--- config.mk ---
export PLATFORM = sky130hd
export DESIGN_NAME = fetch_controller
export DESIGN_NICKNAME = d
export VERILOG_FILES = /design/src/rtl/fetch_controller.sv
export SDC_FILE = /design/constraint.sdc
export NUM_CORES = 1
export LEC_CHECK = 0
export BUFFER_PORTS_ARGS = -buffer_cell sky130_fd_sc_hd__buf_2
export CAP_MARGIN = 20
export CORE_ASPECT_RATIO = 0.9
export CORE_UTILIZATION = 40
export CTS_CLUSTER_DIAMETER = 30
export DETAILED_ROUTE_END_ITERATION = 10
export PLACE_DENSITY_LB_ADDON = 0.08
export SLEW_MARGIN = 20
export SYNTH_ARGS = -nofsm -noshare
export SYNTH_HDL_FRONTEND = slang
export SYNTH_SLANG_ARGS = --single-unit
--- constraint.sdc ---
create_clock -name clk -period 4.03 [get_ports clk]
set_input_delay 0.403 -clock clk [delete_from_list [all_inputs] [get_ports clk]]
set_output_delay 0.403 -clock clk [all_outputs]
set_load 0.05 [all_outputs]
--- src/rtl/fetch_controller.sv ---
// Instruction fetch sequencer: owns the PC, reads a combinational ROM, and holds
// one fetched word in a buffer that decode drains over a valid/ready handshake.
module fetch_controller #(
    parameter int              PC_W         = 32,
    parameter int              IMEM_AW      = 5,
    parameter logic [PC_W-1:0] RESET_PC     = '0,
    parameter bit              HALT_ON_ZERO = 1'b1
) (
    input  logic               clk,
    input  logic               rst,
    input  logic               start,
    output logic [IMEM_AW-1:0] imem_addr,
    input  logic [31:0]        imem_rdata,
    output logic               if_valid,
    input  logic               if_ready,
    output logic [31:0]        if_instr,
    output logic [PC_W-1:0]    if_pc,
    input  logic               redir_valid,
    input  logic [PC_W-1:0]    redir_pc,
    output logic               halted,
    output logic [1:0]         fault,
    output logic [1:0]         dbg_state,
    output logic [PC_W-1:0]    dbg_pc
);

    // Handshake: if_instr/if_pc are consumed on any cycle where if_valid && if_ready;
    // while if_valid && !if_ready they are held stable. A redirect flushes the buffer.

    typedef enum logic [1:0] {
        ST_IDLE = 2'd0,
        ST_RUN  = 2'd1,
        ST_HALT = 2'd2
    } state_t;

    state_t             r_state;
    state_t             w_state_nxt;
    // PC is always word aligned, so only the word index is stored.
    logic [PC_W-3:0]    r_pc_w;
    logic               r_if_valid;
    logic [31:0]        r_if_instr;
    logic [PC_W-1:0]    r_if_pc;
    logic [1:0]         r_fault;

    logic               w_fetch_slot;
    logic               w_out_of_range;
    logic               w_zero_word;
    logic               w_capture;
    logic               w_transfer;

    assign w_transfer     = r_if_valid && if_ready;
    assign w_fetch_slot   = (r_state == ST_RUN) && !redir_valid && (!r_if_valid || if_ready);
    assign w_out_of_range = |r_pc_w[PC_W-3:IMEM_AW];
    assign w_zero_word    = HALT_ON_ZERO && (imem_rdata == 32'h0);
    assign w_capture      = w_fetch_slot && !w_out_of_range && !w_zero_word;

    always_comb begin
        w_state_nxt = r_state;
        case (r_state)
            ST_IDLE: begin
                if (start) w_state_nxt = ST_RUN;
            end
            ST_RUN: begin
                if (w_fetch_slot && (w_out_of_range || w_zero_word)) w_state_nxt = ST_HALT;
            end
            ST_HALT: begin
                if (redir_valid) w_state_nxt = ST_RUN;
            end
            default: w_state_nxt = ST_IDLE;
        endcase
    end

    always_ff @(posedge clk or posedge rst) begin
        if (rst) begin
            r_state    <= ST_IDLE;
            r_pc_w     <= RESET_PC[PC_W-1:2];
            r_if_valid <= 1'b0;
            r_if_instr <= 32'h0;
            r_if_pc    <= '0;
            r_fault    <= 2'b00;
        end else begin
            r_state <= w_state_nxt;

            if (redir_valid) begin
                r_pc_w     <= redir_pc[PC_W-1:2];
                r_if_valid <= 1'b0;
            end else if (w_capture) begin
                r_pc_w     <= r_pc_w + 1'b1;
                r_if_valid <= 1'b1;
                r_if_instr <= imem_rdata;
                r_if_pc    <= {r_pc_w, 2'b00};
            end else if (w_transfer) begin
                r_if_valid <= 1'b0;
            end

            if (redir_valid && (redir_pc[1:0] != 2'b00)) r_fault[0] <= 1'b1;
            if (w_fetch_slot && w_out_of_range)          r_fault[1] <= 1'b1;
        end
    end

    assign imem_addr = r_pc_w[IMEM_AW-1:0];
    assign if_valid  = r_if_valid;
    assign if_instr  = r_if_instr;
    assign if_pc     = r_if_pc;
    assign halted    = (r_state == ST_HALT);
    assign fault     = r_fault;
    assign dbg_state = r_state;
    assign dbg_pc    = {r_pc_w, 2'b00};

endmodule

==> metrics <==
largest net degree at the start of global routing 85; Vias 2666; PortBufs 171; asr flop ratio synth 100.0%; P&R area growth vs syn 27.11%; end of the critical path if_valid; via density per instance 4.694; Register-to-Register Path Depth 6; Post-synth top cells 97 x dfrtp_1, 37 x mux2_4, 28 x nor2b_1; Final Setup Violations 0; CP endpoint kind register; class of the most critical setup path reg2reg; Post-CTS Setup Bufs 0; CTS Buf Count 9; GRT Overall Usage 17.20%; reg2reg setup slack 1.31 ns; start point of the critical path r_pc_w[7]; Hold WS 0.1928 ns; die height 97.60 µm; top cells by area, synth dfrtp_1 60%, mux2_4 14%, mux2_2 6.9%; critical-path cell list nor4_1, nand4_1, a211oi_4, and2_4, buf_4, o21bai_1; PostCTS Resize Cnt 0; Yosys reg bits 97; ys flop type dfrtp_1; RR Endpoint if_valid; DP HPWL 6.184 mm; Synth cell types 36; WL/cell 15.45 µm; Post-Synthesis Cell Area 0.004061 mm²; setup_tns 0 ns; status complete, no violations; fillcell total 898; WP buf/inv 1; Die Footprint 0.01056 mm²; Clock transition at path regs 0.06 ns; Tmin final 2.718 ns; slowest stage cell, crit path and2_4; Critical Path RT 4.28 ns; core box area 0.009784 mm²; n_diodes 0; CP startpoint kind register; DRT iter0 DRCs 87; crit share post-route 67.44%; vias in the first global route 2629; Site Rows 34; CP peak stage delay 0.76 ns; Synth area leader dfrtp_1; first drt pass iteration count 5; Slew HR 42.94%; CP Data Arrival Time 2.97 ns; Post-synth EDFFs 0; Crit Path Max Fanout 50; Layout Nets 508; Yosys top cell area share 59.77%; Die X 108.2 µm; final core occ 52.76%; share of cells above drive strength 1 57.01%; post-synthesis sequential area ratio 59.77%; Worst Hold Class in2async; Worst R2R Start r_pc_w[7]; final-report hold violation count 0; first-pass GRT wire length 13.92 mm; GP Congestion 0.6929; Synth Warn # 0; final slew viol count 0; Top Ports 176; most common cell in the netlist dfrtp_1; WL final 8.778 mm; number of clock sinks 97; grt ovf 0; CTS tree done; Least-Margin Pin Slew 0.8559 ns; buffer depth of the longest clock path 2; Layout Skew 0.006724 ns; Power per Cell Area 426.2 mW/mm²; CP Depth 6; Post-Syn Area per Cell 14.93 µm²; RSZ-0062 raised after global routing no; H-tree Lvls 3; MaxCap Viol Count 0; P_leak 2.805 nW; worst skew pair latency 0.33 ns; Top delay family on crit path simple AND/OR/NAND/NOR gates; Fmax 368.0 MHz; initial antenna violation count 0; hold_buf cts 0; ANT nets after route 0; DRC viols 0; Root Buffer clkbuf_16; Gate Count Post-Synth 272; VDD IR max 0.2495 mV; Starting Density 41.51%
[state kept, by name, indices dropped and copies added, names as in the netlist]
register,cells
if_instr,32
if_pc,30
r_pc_w,30
dbg_state,2
fault,2
if_valid,1
[cell families (layout without fill, tap and decap cells)]
family	after synthesis	count (layout)	share of synthesized area [%]
fa+ha+maj	1	1	0.3080
mux	63	63	20.86
other cells	1	4	0.09233
simple gates	68	68	10.07
flops	97	97	59.77
buf+inv	26	193	5.545
compound gates	16	16	3.358
[power breakdown]
group	internal, mW	switching (mW)
sequential	1.01	0.0405
combinational	0.109	0.277
clock	0.414	0.347
[layout by cell type (no fill, tap or decap), types with 5 or more instances in the layout]
| cell type | count |
|---|---|
| nor2b_1 | 28 |
| and2_1 | 5 |
| dfrtp_1 | 97 |
| clkbuf_16 | 9 |
| mux2_2 | 25 |
| buf_2 | 171 |
| mux2_4 | 37 |
| nor4_1 | 13 |
[worst min path at each step]
stage / from / slack (ns) / cells after the start / endpoint
2_1_floorplan: redir_pc[0] / 0.55 / 2 / fault[0]
3_3_place_gp: fault[1] / 0.45 / 1 / fault[1]
3_5_place_dp: fault[0] / 0.45 / 1 / fault[0]
4_1_cts: redir_pc[28] / 0.29 / 2 / r_pc_w[26]
5_1_grt: rst / 0.27 / 2 / if_pc[24]
6_report: rst / 0.19 / 2 / if_pc[28]
[per-layer routing]
metal / share of wire (%) / wire [µm] / track usage (%) / vias to the layer above
met3: 7.8 / 681 / 5.835 / 14
met5: 0 / 0 / 0 / -
met4: 1.7 / 145 / 4.426 / 0
li1: - / - / - / 1270
met1: 48 / 4205 / 25.28 / 1270
met2: 43 / 3745 / 24.06 / 112
[layout make-up]
cell class / count / area, µm² / area share [%]
multi-input cells: 152 / 1420 / 27.51
well taps: 126 / 157.7 / 3.054
inverters: 5 / 23.77 / 0.4605
repair buffers: 173 / 870.8 / 16.87
clock inverters: 5 / 33.78 / 0.6544
flip-flops and latches: 97 / 2427 / 47.02
clock buffers: 10 / 229.0 / 4.435
[through the flow]
stage | worst slack, ns | std cells | total power [mW] | instance area [µm²]
finish | 1.312 | 568 | 2.200 | 5162
global route | 1.083 | 568 | 2.303 | 5162
CTS | 1.269 | 568 | 2.237 | 5160
detailed placement | 1.272 | 553 | 1.462 | 4897
global placement | 1.321 | 553 | 1.460 | 4897
floorplan | 1.093 | 275 | 1.351 | 4073
(Power assumes the default switching activity.)
